--- src/rtl/fetch_stage_pkg.sv ---
// Shared fetch-stage definitions: widths, reset/bubble defaults, IF/ID payload.
package fetch_stage_pkg;

  localparam int unsigned XLEN = 32;

  typedef logic [XLEN-1:0] word_t;

  localparam word_t PC_RESET_DEFAULT  = 32'h0000_0000;
  localparam word_t NOP_INSTR_DEFAULT = 32'h0000_0000;  // sll $0,$0,0
  localparam word_t PC_STEP           = 32'd4;

  // IF/ID pipeline register payload
  typedef struct packed {
    logic  valid;
    word_t pc;
    word_t pc4;
    word_t instr;
  } ifid_t;

  // Force a byte address onto a word boundary
  function automatic word_t align_pc(input word_t addr);
    return addr & ~word_t'(3);
  endfunction

endpackage

--- src/rtl/fetch_stage_if.sv ---
// Fetch-stage bus: hazard/EX controls in, instruction memory, IF/ID outputs.
interface fetch_stage_if;
  import fetch_stage_pkg::*;

  logic  stall_i;
  logic  redirect_i;
  word_t redirect_pc_i;
  word_t im_addr_o;
  word_t im_rdata_i;
  logic  ifid_valid_o;
  word_t ifid_pc_o;
  word_t ifid_pc4_o;
  word_t ifid_instr_o;
  logic  misalign_o;
  word_t fetch_count_o;

  // Fetch-stage side
  modport master (
    input  stall_i, redirect_i, redirect_pc_i, im_rdata_i,
    output im_addr_o, ifid_valid_o, ifid_pc_o, ifid_pc4_o, ifid_instr_o,
           misalign_o, fetch_count_o
  );

  // Environment side (hazard unit, EX, instruction memory, decode)
  modport slave (
    output stall_i, redirect_i, redirect_pc_i, im_rdata_i,
    input  im_addr_o, ifid_valid_o, ifid_pc_o, ifid_pc4_o, ifid_instr_o,
           misalign_o, fetch_count_o
  );

endinterface

--- src/rtl/fetch_stage_ifid_reg.sv ---
// IF/ID pipeline register with hold (default), load and bubble controls.
module fetch_stage_ifid_reg
  import fetch_stage_pkg::*;
#(
  parameter word_t NOP_INSTR = NOP_INSTR_DEFAULT
) (
  input  logic  clock,
  input  logic  reset,
  input  logic  load_i,
  input  logic  bubble_i,
  input  word_t pc_i,
  input  word_t instr_i,
  output ifid_t ifid_o
);

  ifid_t ifid_d;
  ifid_t ifid_q;

  // Bubble wins over load; a bubble keeps pc/pc4 of the squashed slot
  always_comb begin
    ifid_d = ifid_q;
    if (bubble_i) begin
      ifid_d.valid = 1'b0;
      ifid_d.instr = NOP_INSTR;
    end else if (load_i) begin
      ifid_d.valid = 1'b1;
      ifid_d.pc    = pc_i;
      ifid_d.pc4   = pc_i + PC_STEP;
      ifid_d.instr = instr_i;
    end
  end

  // IF/ID state register
  always_ff @(posedge clock or negedge reset) begin
    if (!reset) begin
      ifid_q.valid <= 1'b0;
      ifid_q.pc    <= '0;
      ifid_q.pc4   <= '0;
      ifid_q.instr <= NOP_INSTR;
    end else begin
      ifid_q <= ifid_d;
    end
  end

  assign ifid_o = ifid_q;

endmodule

--- src/rtl/fetch_stage.sv ---
// Instruction fetch: PC, next-PC select, fetch counter, misalign flag, IF/ID.
module fetch_stage
  import fetch_stage_pkg::*;
#(
  parameter word_t PC_RESET  = PC_RESET_DEFAULT,
  parameter word_t NOP_INSTR = NOP_INSTR_DEFAULT
) (
  input logic           clock,
  input logic           reset,
  fetch_stage_if.master bus
);

  word_t pc_d,    pc_q;
  word_t count_d, count_q;
  logic  misalign_d, misalign_q;
  logic  load_c;
  logic  bubble_c;
  ifid_t ifid;

  // Next-PC select: redirect (squash) > stall (hold) > sequential fetch
  always_comb begin
    pc_d       = pc_q;
    count_d    = count_q;
    misalign_d = misalign_q;
    load_c     = 1'b0;
    bubble_c   = 1'b0;
    if (bus.redirect_i) begin
      pc_d     = align_pc(bus.redirect_pc_i);
      bubble_c = 1'b1;
      if (bus.redirect_pc_i[1:0] != 2'b00) begin
        misalign_d = 1'b1;
      end
    end else if (!bus.stall_i) begin
      pc_d    = pc_q + PC_STEP;
      count_d = count_q + 32'd1;
      load_c  = 1'b1;
    end
  end

  // PC, counter and sticky misalign registers
  always_ff @(posedge clock or negedge reset) begin
    if (!reset) begin
      pc_q       <= PC_RESET;
      count_q    <= '0;
      misalign_q <= 1'b0;
    end else begin
      pc_q       <= pc_d;
      count_q    <= count_d;
      misalign_q <= misalign_d;
    end
  end

  fetch_stage_ifid_reg #(
    .NOP_INSTR (NOP_INSTR)
  ) u_ifid_reg (
    .clock    (clock),
    .reset    (reset),
    .load_i   (load_c),
    .bubble_i (bubble_c),
    .pc_i     (pc_q),
    .instr_i  (bus.im_rdata_i),
    .ifid_o   (ifid)
  );

  assign bus.im_addr_o     = pc_q;
  assign bus.ifid_valid_o  = ifid.valid;
  assign bus.ifid_pc_o     = ifid.pc;
  assign bus.ifid_pc4_o    = ifid.pc4;
  assign bus.ifid_instr_o  = ifid.instr;
  assign bus.misalign_o    = misalign_q;
  assign bus.fetch_count_o = count_q;

endmodule

--- src/flat_wrapper.sv ---
// flat-port wrapper written by rule: the top's interface ports become plain ports
module fetch_stage_flat import fetch_stage_pkg::*;
#(
  parameter word_t PC_RESET  = PC_RESET_DEFAULT,
  parameter word_t NOP_INSTR = NOP_INSTR_DEFAULT
)
  (clock, reset, bus_stall_i, bus_redirect_i, bus_redirect_pc_i, bus_im_rdata_i, bus_im_addr_o, bus_ifid_valid_o, bus_ifid_pc_o, bus_ifid_pc4_o, bus_ifid_instr_o, bus_misalign_o, bus_fetch_count_o);
  fetch_stage_if bus_i ();
  input logic clock;
  input logic reset;
  input wire logic [$bits(bus_i.stall_i)-1:0] bus_stall_i;
  input wire logic [$bits(bus_i.redirect_i)-1:0] bus_redirect_i;
  input wire logic [$bits(bus_i.redirect_pc_i)-1:0] bus_redirect_pc_i;
  input wire logic [$bits(bus_i.im_rdata_i)-1:0] bus_im_rdata_i;
  output wire logic [$bits(bus_i.im_addr_o)-1:0] bus_im_addr_o;
  output wire logic [$bits(bus_i.ifid_valid_o)-1:0] bus_ifid_valid_o;
  output wire logic [$bits(bus_i.ifid_pc_o)-1:0] bus_ifid_pc_o;
  output wire logic [$bits(bus_i.ifid_pc4_o)-1:0] bus_ifid_pc4_o;
  output wire logic [$bits(bus_i.ifid_instr_o)-1:0] bus_ifid_instr_o;
  output wire logic [$bits(bus_i.misalign_o)-1:0] bus_misalign_o;
  output wire logic [$bits(bus_i.fetch_count_o)-1:0] bus_fetch_count_o;
  assign bus_i.stall_i = bus_stall_i;
  assign bus_i.redirect_i = bus_redirect_i;
  assign bus_i.redirect_pc_i = bus_redirect_pc_i;
  assign bus_i.im_rdata_i = bus_im_rdata_i;
  assign bus_im_addr_o = bus_i.im_addr_o;
  assign bus_ifid_valid_o = bus_i.ifid_valid_o;
  assign bus_ifid_pc_o = bus_i.ifid_pc_o;
  assign bus_ifid_pc4_o = bus_i.ifid_pc4_o;
  assign bus_ifid_instr_o = bus_i.ifid_instr_o;
  assign bus_misalign_o = bus_i.misalign_o;
  assign bus_fetch_count_o = bus_i.fetch_count_o;
  fetch_stage #(.PC_RESET(PC_RESET), .NOP_INSTR(NOP_INSTR)) u_core (.clock(clock), .reset(reset), .bus(bus_i));
endmodule
--- config.mk ---
export PLATFORM = sky130hd
export DESIGN_NAME = fetch_stage_flat
export DESIGN_NICKNAME = d
export VERILOG_FILES = /design/src/rtl/fetch_stage_pkg.sv /design/src/rtl/fetch_stage_if.sv /design/src/rtl/fetch_stage_ifid_reg.sv /design/src/rtl/fetch_stage.sv /design/src/flat_wrapper.sv
export SDC_FILE = /design/constraint.sdc
export NUM_CORES = 1
export LEC_CHECK = 0
export CAP_MARGIN = 20
export CORE_MARGIN = 1
export CORE_UTILIZATION = 52
export CTS_BUF_LIST = sky130_fd_sc_hd__clkbuf_2
export DETAILED_ROUTE_END_ITERATION = 16
export PLACE_DENSITY = 0.95
export SYNTH_ARGS = -nofsm -noshare
export SYNTH_HDL_FRONTEND = slang
export SYNTH_SLANG_ARGS = --single-unit
--- constraint.sdc ---
create_clock -name clock -period 3.2 [get_ports clock]
set_input_delay 0.32 -clock clock [delete_from_list [all_inputs] [get_ports clock]]
set_output_delay 0.32 -clock clock [all_outputs]
set_load 0.02 [all_outputs]
==> impl_metrics.json <==
{
  "multi_input_area_mm2": 0.00315,
  "maxCapViolCount": 0,
  "ant_nets": 0,
  "clock_skew_ns": 0.0278,
  "drtIter0Drc": 717,
  "hp-class": "in -> reg",
  "ys_seq_elements": 156,
  "portBuffers": 223,
  "antenna_found_initial": 0,
  "cts_tree": "done",
  "path_max_fanout": 12,
  "diodes": 0,
  "rrSetupSlack_ns": 0.77,
  "cts.clk_slew.worst_paths_ns": 0.22,
  "cp_cell_sequence": "clkdlybuf4s50_1",
  "via_per_inst": 5.66,
  "yosysMostFrequentCell": "dfrtp_1",
  "rsz0062_at_grt": "no",
  "synth_cell_types": 48,
  "rr_worst_depth": 4,
  "hpwl_um": 14600,
  "final_max_slew_viol_count": 0,
  "yosys.area.top_type_share_pct": 52.5,
  "syn-instance-count": 762,
  "dieArea_mm2": 0.0148,
  "final_util_pct": 70.8,
  "startpoint_type": "register",
  "hold_viol": 0,
  "hold_start": "bus_stall_i",
  "path_class": "reg -> out",
  "ys_warn_count": 0,
  "grt_overflow": 0,
  "cpMaxStageDelayCell": "clkdlybuf4s50_1",
  "std_cell_rows": 43,
  "critPathBufInv": 1,
  "relSlewSlack_pct": 54.3,
  "dieWidth_um": 122,
  "yosysTopAreaCell": "dfrtp_1",
  "arrival_ns": 2.15,
  "cts_max_path_buffers": 2,
  "worst_setup_path_end_kind": "primary output",
  "r2r_end": "u_core.bus.im_addr_o[25]$_DFFE_PN0N_",
  "grt_pass1_wl_um": 32900,
  "finalNetCount": 1024,
  "wl_per_cell_um": 17.9,
  "drt-total-wl_um": 20500,
  "power.density_mw_per_mm2": 489,
  "ys_async_sr_fraction_pct": 100,
  "seqCellArea_mm2": 0.00390,
  "synth_area_leaders": "dfrtp_1 (52%), nand2_1 (7.3%), xor2_1 (4.7%)",
  "grt_use_total_pct": 29.1,
  "drtPass1Iterations": 5,
  "area_growth_pct": 32.5,
  "status": "completed",
  "cts_buffers": 17,
  "hold_depth": 3,
  "vias": 6493,
  "min_period_ns": 2.47,
  "reg2reg_from": "u_core.bus.im_addr_o[13]$_DFFE_PN0N_",
  "path_delay_family": "buffers and inverters",
  "drc_errors": 0,
  "fillers": 1009,
  "min_to": "u_core.bus.im_addr_o[17]$_DFFE_PN0N_",
  "postSynthAreaPerCell_um2": 9.76,
  "fin_crit_sh_pct": 77.3,
  "root_buffer": "clkbuf_2",
  "synth_edf_count": 0,
  "die_h_um": 122,
  "power.leakage_nw": 4.26,
  "grt_max_degree": 89,
  "clk-insertion-delay-late_ns": 0.74,
  "tns_ns": 0,
  "synth-main-ff-cell": "dfrtp_1",
  "ir_worst_vdd_v": 0.000225,
  "worstPathRequired_ns": 2.88,
  "cts_setup_buffers": 0,
  "yosysSeqAreaShare_pct": 52.5,
  "cts_num_sinks": 156,
  "fmax_ghz": 0.404,
  "core_mm2": 0.0139,
  "h-tree-depth": 4,
  "setup_viol_count_final": 0,
  "start_util_pct": 53.4,
  "worst_slew_pin_slew_ns": 0.685,
  "ys_top_cells_by_count": "dfrtp_1 (156), nand2_1 (145), nor2_1 (66)",
  "io_pins": 230,
  "syn_area_mm2": 0.00744,
  "critical-path-max-stage-delay_ns": 0.75,
  "drive_gt1_share_pct": 5.38,
  "grt_pass1_vias": 6324,
  "place.gp.congestion": 0.884
}
## power breakdown
| group | switching [mW] | internal, mW | leakage (nW) |
|---|---|---|---|
| logic | 0.675 | 0.600 | 2.19 |
| clock network | 0.705 | 0.418 | 0.137 |
| registers | 0.237 | 2.18 | 1.94 |
## per-layer routing
metal | up-vias | wire (µm) | track usage [%]
met5 | - | 0 | 0
met4 | 0 | 668 | 11.7
met3 | 64 | 2040 | 10.5
met2 | 322 | 9820 | 46.0
met1 | 3091 | 7990 | 36.2
li1 | 3016 | - | -
## logic make-up after synthesis
logic type	Yosys count	share of synthesized area (%)
AO/OA/AOI/OAI	90	7.00
AND/OR/NAND/NOR	350	23.3
multiplexers	33	4.44
adder cells (fa/ha/maj)	2	0.336
flip-flops	156	52.5
buffers and inverters	72	5.62
XOR/XNOR	58	6.83
other	1	0.0504
## cell usage in the layout, fill, tap and decap left out, drive strengths merged, types with 7 or more instances in the layout
cell type / instances
clkinv: 9
o31ai: 7
buf: 12
nor4: 7
nor3: 8
or4: 14
nor2: 66
nand3: 22
or3: 20
dfrtp: 156
nand4: 28
nand2: 145
clkbuf: 17
xnor2: 18
and4: 15
o21ai: 50
mux2i: 33
xor2: 40
a31oi: 26
clkdlybuf4s50: 220
## state kept, by name, indices dropped and copies added (netlist names)
register	cells
u_core.bus.fetch_count_o	32
u_core.bus.im_addr_o	30
u_core.bus.misalign_o	1
u_core.u_ifid_reg.ifid_o	93
## worst max-delay path by stage
stage | startpoint | end | slack (ns) | cells past startpoint
floorplan | u_core.bus.im_addr_o[9]$_DFFE_PN0N_ | u_core.u_ifid_reg.ifid_o[63]$_DFFE_PN0P_ | 1.13 | 6
global placement | u_core.bus.im_addr_o[13]$_DFFE_PN0N_ | u_core.u_ifid_reg.ifid_o[63]$_DFFE_PN0P_ | 0.97 | 4
detailed placement | u_core.bus.im_addr_o[13]$_DFFE_PN0N_ | u_core.u_ifid_reg.ifid_o[61]$_DFFE_PN0P_ | 0.85 | 4
CTS | u_core.bus.im_addr_o[17]$_DFFE_PN0N_ | bus_im_addr_o[17] | 0.72 | 1
global route | u_core.bus.im_addr_o[13]$_DFFE_PN0N_ | bus_im_addr_o[13] | 0.61 | 1
finish | u_core.bus.im_addr_o[17]$_DFFE_PN0N_ | bus_im_addr_o[17] | 0.73 | 1
## what timing repair did
item,4_1_cts,5_1_grt
gates resized for setup,0,0
hold endpoints to repair,76,0
hold buffers,2,0
## layout make-up
class,count,share of cell area (%)
Sequential cell,156,39.6
Multi-Input combinational cell,539,31.9
Timing Repair Buffer,234,23.6
Tap cell,180,2.28
Clock inverter,15,1.57
Clock buffer,17,0.863
Inverter,6,0.228
## stage by stage
step	hold slack (ns)	instance area, µm²	power [mW]	std cells	setup WS, ns
after floorplan	0.0244	7460	3.04	767	1.13
after global placement	0.359	9600	3.68	1113	0.968
after detailed placement	0.376	9600	3.73	1113	0.851
after CTS	0.0370	9860	4.83	1147	0.721
after global routing	0.0555	9860	5.06	1147	0.608
final	0.0996	9860	4.82	1147	0.727
Note: power is estimated with default switching activity, not from simulation.
